$ cat src/rtl/rv32_div_unit.sv
// rtl/rv32_div_unit.sv - RV32M DIV/DIVU/REM/REMU unit, radix-2 restoring, one quotient bit per clock
module rv32_div_unit #(
  parameter int XLEN = 32
) (
  input  logic            clk,
  input  logic            rst,
  input  logic            flush,
  input  logic            in_valid,
  output logic            in_ready,
  input  logic [1:0]      op,
  input  logic [XLEN-1:0] A,
  input  logic [XLEN-1:0] B,
  output logic            out_valid,
  input  logic            out_ready,
  output logic [XLEN-1:0] result,
  output logic            busy
);

  localparam int CNT_W = $clog2(XLEN) + 1;

  typedef enum logic [1:0] {IDLE, CALC, DONE} state_t;

  state_t           state;
  logic             rem_sel_q;
  logic             neg_q;
  logic             neg_r;
  logic [XLEN-1:0]  dvd;
  logic [XLEN-1:0]  dvs;
  logic [XLEN-1:0]  rem;
  logic [CNT_W-1:0] counter;

  logic            signed_op, a_neg, b_neg, div_zero, ovf, q_bit;
  logic [XLEN-1:0] abs_a, abs_b, rem_nx, quo_nx, quo_fix, rem_fix;
  logic [XLEN:0]   rem_sh, diff;

  always_comb begin
    signed_op = ~op[0];
    a_neg     = signed_op & A[XLEN-1];
    b_neg     = signed_op & B[XLEN-1];
    abs_a     = a_neg ? -A : A;
    abs_b     = b_neg ? -B : B;
    div_zero  = (B == '0);
    ovf       = signed_op && (A == {1'b1, {(XLEN-1){1'b0}}}) && (B == '1);
    // Shift keeps the old remainder MSB so large unsigned divisors stay exact;
    // the borrow out of the XLEN+1 bit subtract is the inverted quotient bit.
    rem_sh    = {rem, dvd[XLEN-1]};
    diff      = rem_sh - {1'b0, dvs};
    q_bit     = ~diff[XLEN];
    rem_nx    = q_bit ? diff[XLEN-1:0] : rem_sh[XLEN-1:0];
    quo_nx    = {dvd[XLEN-2:0], q_bit};
    quo_fix   = neg_q ? -quo_nx : quo_nx;
    rem_fix   = neg_r ? -rem_nx : rem_nx;
  end

  assign in_ready = (state == IDLE);
  assign busy     = (state != IDLE);

  always_ff @(posedge clk) begin
    if (rst) begin
      state     <= IDLE;
      rem_sel_q <= 1'b0;
      neg_q     <= 1'b0;
      neg_r     <= 1'b0;
      dvd       <= '0;
      dvs       <= '0;
      rem       <= '0;
      counter   <= '0;
      result    <= '0;
      out_valid <= 1'b0;
    end else if (flush) begin
      state     <= IDLE;
      out_valid <= 1'b0;
    end else begin
      case (state)
        IDLE: begin
          if (in_valid) begin
            rem_sel_q <= op[1];
            neg_q     <= a_neg ^ b_neg;
            neg_r     <= a_neg;
            dvd       <= abs_a;
            dvs       <= abs_b;
            rem       <= '0;
            counter   <= CNT_W'(XLEN);
            if (div_zero) begin
              result    <= op[1] ? A : '1;
              out_valid <= 1'b1;
              state     <= DONE;
            end else if (ovf) begin
              result    <= op[1] ? '0 : {1'b1, {(XLEN-1){1'b0}}};
              out_valid <= 1'b1;
              state     <= DONE;
            end else begin
              state <= CALC;
            end
          end
        end
        CALC: begin
          dvd     <= quo_nx;
          rem     <= rem_nx;
          counter <= counter - 1'b1;
          if (counter == CNT_W'(1)) begin
            result    <= rem_sel_q ? rem_fix : quo_fix;
            out_valid <= 1'b1;
            state     <= DONE;
          end
        end
        DONE: begin
          if (out_ready) begin
            out_valid <= 1'b0;
            state     <= IDLE;
          end
        end
        default: state <= IDLE;
      endcase
    end
  end

endmodule
$ cat config.mk
export PLATFORM = sky130hd
export DESIGN_NAME = rv32_div_unit
export DESIGN_NICKNAME = d
export VERILOG_FILES = /design/src/rtl/rv32_div_unit.sv
export SDC_FILE = /design/constraint.sdc
export NUM_CORES = 1
export LEC_CHECK = 0
export BUFFER_PORTS_ARGS = -buffer_cell sky130_fd_sc_hd__buf_4
export CELL_PAD_IN_SITES_DETAIL_PLACEMENT = 0
export CELL_PAD_IN_SITES_GLOBAL_PLACEMENT = 1
export CORE_ASPECT_RATIO = 1.2
export CORE_MARGIN = 2
export CORE_UTILIZATION = 42
export DETAILED_ROUTE_END_ITERATION = 12
export HOLD_SLACK_MARGIN = 0.05
export PLACE_DENSITY = 0.78
export SETUP_SLACK_MARGIN = 0.3
export SYNTH_ARGS = -nofsm -noshare
export SYNTH_HDL_FRONTEND = slang
export SYNTH_SLANG_ARGS = --single-unit
export TNS_END_PERCENT = 50
$ cat constraint.sdc
create_clock -name clk -period 11.1 [get_ports clk]
set_input_delay 0.555 -clock clk [delete_from_list [all_inputs] [get_ports clk]]
set_output_delay 0.555 -clock clk [all_outputs]
set_load 0.02 [all_outputs]
# --- Yosys cells after proc, flatten, opt, wreduce, memory -nomap -nowiden ---
# Cells that the tools add are included.
classes:
  addsub: 6
  n_eq_ne: 9
  mux: 31
  bitwise: 6
  reduce_logical: 13
op_table:
  columns: ["cell", "count"]
  rows:
  - ["$mux W32", 14]
  - ["$pmux W32 S2", 3]
  - ["$neg A32 Y32", 4]
  - ["$eq A32 B32 Y1 const B", 2]
  - ["$sub A33 B32 Y33", 1]
  - ["$logic_not A32 Y1", 1]
  - ["$pmux W6 S2", 1]
  - ["$mux W2", 5]
  - ["$reduce_and A5 Y1", 2]
  - ["$reduce_and A3 Y1", 3]
  - ["$eq A6 B1 Y1 const B", 1]
  - ["$mux W6", 1]
  - ["$ne A2 B2 Y1 const B", 3]
  - ["$pmux W2 S3", 1]
  - ["$sub A6 B1 Y6 const B", 1]
  - ["$mux W1", 5]
  - ["$reduce_bool A2 Y1", 2]
  - ["$ne A3 B1 Y1 const B", 1]
  - ["$not A1 Y1", 3]
  - ["$pmux W1 S3", 1]
  - ["$reduce_bool A3 Y1", 1]
  - ["$and A1 B1 Y1", 2]
  - ["$eq A2 B1 Y1 const B", 1]
  - ["$eq A2 B2 Y1 const B", 1]
  - ["other kinds (4)", 5]
word_totals:
  regBits: 140
  inputBits: 71
  output_inout_bits: 35
  word_cells: 75

# --- Longest topological paths before layout ---
# Gate-level depths: netlist of run 1.
logic_depth:
  word_depth: 7
  mapped_depth: 23
  ltp_nobuf: 20

# --- Worst setup path after synthesis of run 1 ---
# No wires, ideal clock.
synth_path:
  kind: "reg2reg"
  start: "register dvd[31]"
  end: "register result[28]"
  setup_ns: 0.131
  arrival_time_ns: 5.334
  required_time_ns: 10.969
  path_slack_ns: 5.635
  path_stages_with_launch: 24
  n_path_buf: 4
  synth_period_minus_slack_ns: 5.465
  cell_sequence: "dfxtp_1 -> inv_1 -> ha_1 -> fa_1 -> and2b_4 -> o31a_4 -> o22ai_4 -> o41ai_4 -> a31oi_4 -> xnor2_4 -> buf_4 -> buf_1 -> buf_2 -> mux2i_1 -> inv_1 -> ha_1 -> inv_1 -> or4_1 -> mux2i_1 -> nand4bb_1 -> clkbuf_1 -> o41ai_1 -> xor2_1 -> o22ai_1"
synth_between:
  elab_chain_cells: 7
  word_cells_on_any_way: 10
  cone_classes: "add/sub (3); mux (6); bitwise (1)"
synth_lines:
  columns: ["element", "line_no", "rtl"]
  rows:
  - ["start, declared", "27", "logic [XLEN-1:0] dvd;"]
  - ["start signal, assigned", "80", "dvd <= abs_a;"]
  - ["start signal, assigned", "98", "dvd <= quo_nx;"]
  - ["$sub A33 B32 Y33", "47", "diff = rem_sh - {1'b0, dvs};"]
  - ["$mux W32 / $not A1 Y1 (equally long branches)", "49, 48", null]
  - ["$neg A32 Y32, on equally long branches", "52, 51", null]
  - ["$mux W32, on equally long branches", "52, 51", null]
  - ["$mux W32 (*)", "102", "result <= rem_sel_q ? rem_fix : quo_fix;"]
  - ["$mux W32 (*)", "101", "if (counter == CNT_W'(1)) begin"]
  - ["$pmux W32 S2 (*)", "74", "case (state)"]
  - ["end signal, assigned", "85", "result <= op[1] ? A : '1;"]
  - ["end signal, assigned", "89", "result <= op[1] ? '0 : {1'b1, {(XLEN-1){1'b0}}};"]
  - ["end signal, assigned", "102", null]
  - ["end, declared", "15", "output logic [XLEN-1:0] result,"]
# Mark *: on every way between the ends. The rest lies on a longest branch, timed or not. The select of a mux whose other input is x is not followed.
# A chain may end at the register's enable or synchronous reset.

# --- Worst setup path after layout of run 1 ---
# Ends and elaborated chain as after synthesis.

==> results of run 1 <==
-- per-layer routing --
layer / vias up / wire, µm / track usage [%]
met5: - / 0 / 0
met4: 0 / 2213 / 15.10
met3: 76 / 1957 / 3.367
met2: 385 / 18830 / 44.88
met1: 5610 / 17390 / 35.98
li1: 5964 / - / -
-- layout by cell type (no fill, tap or decap), drive strengths merged, types with 14 or more instances in the layout --
master,Yosys,layout
nand4,17,17
a31oi,22,22
o21ai,93,93
xnor2,61,61
xor2,60,60
a21o,15,15
a311oi,21,21
o211ai,21,21
or3,30,30
a21oi,122,122
inv,62,62
nand2,129,129
dfxtp,140,140
a22oi,24,24
nor2,243,243
ha,39,39
nand3,21,21
o41ai,21,21
buf,26,121
o31ai,19,19
clkbuf,82,21
mux2i,21,21
a211oi,65,65
or4,17,17
and2,14,14
nor4,31,31
nor3,59,59
-- cell type report --
| class | instances | area [µm²] |
|---|---|---|
| clock buffers | 21 | 460.4 |
| clock inverters | 9 | 72.57 |
| fillers | 2732 | 14090 |
| inverters | 62 | 232.7 |
| multi-input cells | 1303 | 8179 |
| flip-flops and latches | 140 | 2803 |
| well taps | 340 | 425.4 |
| repair buffers | 121 | 908.4 |
-- flip-flops by register name (all words and copies together) (netlist names) --
register and flops:
neg_r 1, dvd 32, state 2, neg_q 1
counter 6, out_valid 1, rem_sel_q 1, result 32
rem 32, dvs 32
-- cells in the mapped netlist (all sizes together), types with 22 or more instances --
cell type	count	area, µm²
a31oi	22	152.7
nand2	129	484.2
a211oi	65	488.0
dfxtp	140	2803
a22oi	24	180.2
inv	62	232.7
a21oi	122	614.3
or3	30	187.7
buf	26	135.1
o21ai	93	465.4
xnor2	61	553.0
clkbuf	82	309.0
nor4	31	193.9
nor2	243	912.1
xor2	60	525.5
ha	39	488.0
nor3	59	295.3
-- how the worst max path moves through the flow --
stage / startpoint / to / slack, ns / cells past startpoint
4_1_cts: dvd[31] / result[28] / 5.01 / 20
2_1_floorplan: dvd[31] / result[28] / 5.64 / 23
5_1_grt: dvd[31] / result[28] / 4.60 / 20
6_report: dvd[31] / result[28] / 4.89 / 20
3_3_place_gp: dvd[31] / result[28] / 5.13 / 20
3_5_place_dp: dvd[31] / result[28] / 5.03 / 20
-- through the flow --
stage               area, µm²  total power, mW  cells
global placement        12550           0.8892   1966
global route            13080            1.498   1996
floorplan               11640           0.7829   1613
detailed placement      12550           0.8918   1966
finish                  13080            1.432   1996
CTS                     13080            1.436   1996
-- worst max-delay path, stage by stage, from the launching register on --
cell       delay (ns)
dfxtp_1          0.36
inv_1            0.09
ha_1             0.23
fa_1             0.42
and2b_4          0.29
o31a_4           0.17
o22ai_4          0.10
o41ai_4          0.52
a31oi_4          0.19
xnor2_4          0.17
buf_4            0.62
mux2i_1          0.25
inv_1            0.10
ha_1             0.18
inv_1            0.07
or4_1            0.47
mux2i_1          0.55
nand4bb_1        0.47
o41ai_1          0.52
xor2_1           0.18
o22ai_1          0.08
-- logic make-up (layout without fill, tap and decap cells) --
family	Yosys count	in the layout
xor gates and xnor gates	121	121
and+or+nand+nor	614	614
buffers and inverters	170	213
adders and majority gates	40	40
muxes	35	35
AOI/OAI and AO/OA	493	493
DFF	140	140
-- power groups by stage --
| stage | sequential [mW] | combinational (mW) | clock (mW) |
|---|---|---|---|
| after global placement | 0.551 | 0.339 | 0 |
| after detailed placement | 0.551 | 0.340 | 0 |
| final | 0.540 | 0.345 | 0.547 |
| after global routing | 0.543 | 0.380 | 0.575 |
| after floorplan | 0.544 | 0.239 | 0 |
| after CTS | 0.540 | 0.342 | 0.553 |
==> impl_metrics.py, run 1 <==
metrics = {
    "timing": {
        "hold_ws_ns": 0.3557,
        "grt_setup_unrepaired": "no",
        "setup_tns_ns": 0,
        "max-slew-margin-rel_pct": 16.91,
        "setup_violations": 0,
        "fmax_mhz": 161.1,
        "setup_slack_ns": 4.892,
        "timing.final.crit_share_pct": 55.93,
        "hold_viol_final": 0,
        "skew_ns": 0.009614,
        "finalCriticalPeriod_ns": 6.208,
        "tightest_slew_ns": 1.244,
        "slew_violations": 0,
    },
    "global_route": {
        "grt_max_degree": 76,
        "grt_pass1_vias": 11190,
        "antenna_found_initial": 0,
        "gr-total-overflow": 0,
        "grt_pass1_wl_um": 63480,
        "grt.total_usage_pct": 27.78,
    },
    "floorplan": {
        "coreArea_um2": 27170,
        "initial_core_util_pct": 42.86,
        "num_rows": 66,
        "die_w_um": 156.0,
        "dieArea_um2": 29080,
        "fp.dieH_um": 186.4,
        "ios": 106,
    },
    "power_and_ir_drop": {
        "p_clk_share_pct": 38.2,
        "pwr-share-seq_pct": 37.7,
        "irDropWorstVdd_mv": 0.09287,
        "p_leak_nw": 5.034,
        "p_int_mw": 0.9617,
        "p_sw_mw": 0.4707,
        "pwr-share-comb_pct": 24.1,
        "p_per_area_nw_per_um2": 109.5,
        "p_sw_share_pct": 32.86,
    },
    "synthesis": {
        "synthesis.nets": 1724,
        "avgSynthCellArea_um2": 7.219,
        "synth_top_family_by_area": "compound AO/OA/AOI/OAI gates",
        "synth_fa_ha_area_share_pct": 4.363,
        "ys_seq_area_share_pct": 24.07,
        "synth-compound-area-share_pct": 28.54,
        "synth_edf_count": 0,
        "yosys.cell_types.count": 83,
        "synth_xor_area_share_pct": 9.263,
        "ys.flop_type": "dfxtp_1",
        "async_flop_share_pct": 0,
        "synth.area.mux_share_pct": 3.256,
        "synthCells": 1613,
        "ys_seq_elements": 140,
        "synth-simple-area-share_pct": 24.69,
        "yosysWarnings": 0,
        "netlist_area_um2": 11640,
    },
    "clocking": {
        "clkTransAtPathRegs_ns": 0.06,
        "cts-buffers-inserted": 17,
        "cts_root_buf": "clkbuf_16",
        "cts_tree": "built",
        "cts_htree_levels": 4,
        "cts_hold_buf": 0,
        "post-cts-setup-buffer-count": 0,
        "clock_path_buffers": 2,
        "worstSkewPairLatency_ns": 0.44,
        "cts.sinks": 140,
        "post_cts_resize_count": 0,
    },
    "route": {
        "antenna_left": 0,
        "viasPerCell": 6.030,
        "drc": 0,
        "vias": 12040,
        "routed_wl_um": 40390,
        "drtIter0Drc": 894,
        "drtPass1Iterations": 7,
        "wl_per_cell_um": 20.24,
    },
    "placement": {
        "portBuffers": 105,
        "dp_slack_ns": 5.033,
        "gp_congestion": 0.9027,
        "hpwl_um": 30400,
    },
    "critical_path": {
        "critical_path.startpoint_type": "flip-flop",
        "critPathCaptureType": "flip-flop",
        "r2r_cells": 20,
        "r2r-start": "dvd[31]",
        "crit_arrival_ns": 6.50,
        "rr_endpoint": "result[28]",
        "critPathKind": "flip-flop to flip-flop",
        "cp.required_ns": 11.39,
        "rrSetupSlack_ns": 4.89,
        "crit_fanout": 58,
    },
    "flow_run": {
        "maxCapViolations": 0,
    },
    "run_status": {
        "status": "finished clean",
    },
    "final_layout": {
        "n_antenna_cell": 0,
        "area_growth_pct": 12.35,
        "fin_util_pct": 48.15,
        "drive_above_1_share_pct": 11.65,
        "layout.nets": 1756,
    },
    "hold_path": {
        "hold_path_depth": 2,
        "hold_path_class": "primary input to flip-flop",
        "min_to": "out_valid",
        "holdCritStartpoint": "flush",
    },
}
Power figures use the tool's default switching activity.
==> run 2: changes to the inputs <==
CORE_UTILIZATION = 40   (was 42)
PLACE_DENSITY = 0.77   (was 0.78)
clock period = 5.3 ns   (was 11.1 ns; I/O delays follow)
==> impl_metrics.py, run 2 (synthesis results as in run 1) <==
metrics = {
    "run_status": {
        "status": "finished clean",
    },
    "placement": {
        "dp_slack_ns": 0.2961,
        "portBuffers": 105,
        "gp_congestion": 0.9496,
        "hpwl_um": 31360,
        "placed_area_um2": 12690,
        "dp.cells": 2020,
    },
    "route": {
        "drtPass1Iterations": 5,
        "viasPerCell": 5.896,
        "vias": 12100,
        "routed_wl_um": 40640,
        "wl_per_cell_um": 19.80,
        "drtIter0Drc": 702,
        "antenna_left": 0,
        "drc": 0,
    },
    "critical_path": {
        "critPathKind": "flip-flop to flip-flop",
        "crit_family": "simple AND/OR/NAND/NOR gates",
        "slowest_delay_ns": 0.59,
        "critical_path.startpoint_type": "flip-flop",
        "cp_slowest_cell": "or4_1",
        "cp.required_ns": 5.65,
        "crit_arrival_ns": 5.17,
        "crit_buf_inv": 2,
        "crit_fanout": 29,
        "path_cells": "inv_1, ha_1, fa_1, and2b_4, o31a_4, o22ai_4, o41ai_4, a31oi_4, xnor2_4, buf_6, mux2_2, or4_1, o41ai_2, or4b_1, a31oi_1",
        "critPathCaptureType": "flip-flop",
    },
    "timing": {
        "skew_ns": 0.007179,
        "grt_setup_unrepaired": "yes",
        "finalCriticalPeriod_ns": 4.817,
        "fmax_mhz": 207.6,
        "timing.final.crit_share_pct": 90.89,
        "max-slew-margin-rel_pct": 37.10,
        "setup_violations": 0,
        "slew_violations": 0,
        "hold_ws_ns": 0.07220,
        "hold_viol_final": 0,
        "setup_slack_ns": 0.4828,
        "setup_tns_ns": 0,
        "tightest_slew_ns": 0.9349,
    },
    "final_layout": {
        "final_common_cell": "nor2_1",
        "finalInstanceArea_um2": 13300,
        "drive_above_1_share_pct": 12.66,
        "layout.nets": 1766,
        "fillers": 2933,
        "n_antenna_cell": 0,
        "area_growth_pct": 14.22,
        "fin_cells": 2052,
        "fin_util_pct": 46.38,
        "layout_common_cells": "nor2_1, dfxtp_1, nand2_1, buf_4, a21oi_1",
    },
    "global_route": {
        "met1_usage_pct": 33.22,
        "top_usage_layer": "met2",
        "gr-total-overflow": 0,
        "grt_use_met3_pct": 2.907,
        "grt.total_usage_pct": 26.44,
        "grt_use_met2_pct": 45.44,
        "grt_pass1_vias": 11320,
        "grt_pass1_wl_um": 63770,
        "grt_max_degree": 78,
        "antenna_found_initial": 0,
    },
    "power_and_ir_drop": {
        "p_sw_share_pct": 32.55,
        "p_sw_mw": 0.9807,
        "power_mw": 3.013,
        "p_clk_share_pct": 37.8,
        "p_int_mw": 2.032,
        "irDropWorstVdd_mv": 0.2030,
        "p_per_area_nw_per_um2": 226.5,
        "p_leak_nw": 5.101,
        "pwr-share-comb_pct": 24.6,
        "pwr-share-seq_pct": 37.5,
    },
    "clocking": {
        "worstSkewPairLatency_ns": 0.43,
        "cts.sinks": 140,
        "clock_path_buffers": 2,
        "clkTransAtPathRegs_ns": 0.06,
        "cts-buffers-inserted": 17,
        "cts_tree": "built",
        "cts_hold_buf": 0,
        "cts_root_buf": "clkbuf_16",
        "cts_htree_levels": 4,
    },
    "floorplan": {
        "die_w_um": 159.8,
        "fp.dieH_um": 190.9,
        "coreArea_um2": 28670,
        "ios": 106,
        "num_rows": 68,
        "initial_core_util_pct": 40.61,
        "dieArea_um2": 30500,
    },
    "flow_run": {
        "maxCapViolations": 0,
    },
    "hold_path": {
        "hold_path_class": "primary input to flip-flop",
    },
}
[run 2: changes by cell type in the layout (fill, tap and decap cells not counted), moves of 2 or more]
cell	previous run	this run
buf_6	0	2
clkbuf_8	2	6
buf_4	121	129
clkinv_2	7	4
[run 2: worst paths after layout]
check                           startpoint          to  slack (ns)  cells past startpoint
worst max-delay path               dvd[31]  result[29]        0.48                     15
worst min-delay path                 flush   out_valid        0.07                      2
worst max register to register     dvd[31]  result[29]        0.48                     15
worst min register to register     dvs[31]     dvs[31]        0.47                      2
[run 2: area by class of cell]
| type | instances | area, µm² | share of cell area (%) |
|---|---|---|---|
| clock buffers | 25 | 515.5 | 3.876 |
| clock inverters | 6 | 35.03 | 0.2634 |
| inverters | 62 | 232.7 | 1.750 |
| multi-input cells | 1303 | 8240 | 61.96 |
| flip-flops and latches | 140 | 2803 | 21.07 |
| well taps | 385 | 481.7 | 3.622 |
| repair buffers | 131 | 991.0 | 7.451 |
[run 2: what timing repair did]
action | CTS | global route
pin swaps | 0 | 2
endpoints found under the hold margin | 0 | 0
setup buffers | 0 | 1
gates resized for setup | 1 | 8
setup endpoints to repair | 1 | 14
cloned | 0 | 0
[run 2: power groups by stage]
stage | clock network [mW] | registers [mW] | logic [mW]
floorplan | 0 | 1.14 | 0.502
global placement | 0 | 1.15 | 0.722
detailed placement | 0 | 1.15 | 0.725
CTS | 1.16 | 1.13 | 0.730
global route | 1.20 | 1.14 | 0.812
finish | 1.14 | 1.13 | 0.742
[run 2: per-layer routing]
layer	share of wire, %	up-vias
met4	4.4	0
met2	48	311
li1	-	5987
met3	4.3	55
met5	0	-
met1	44	5745
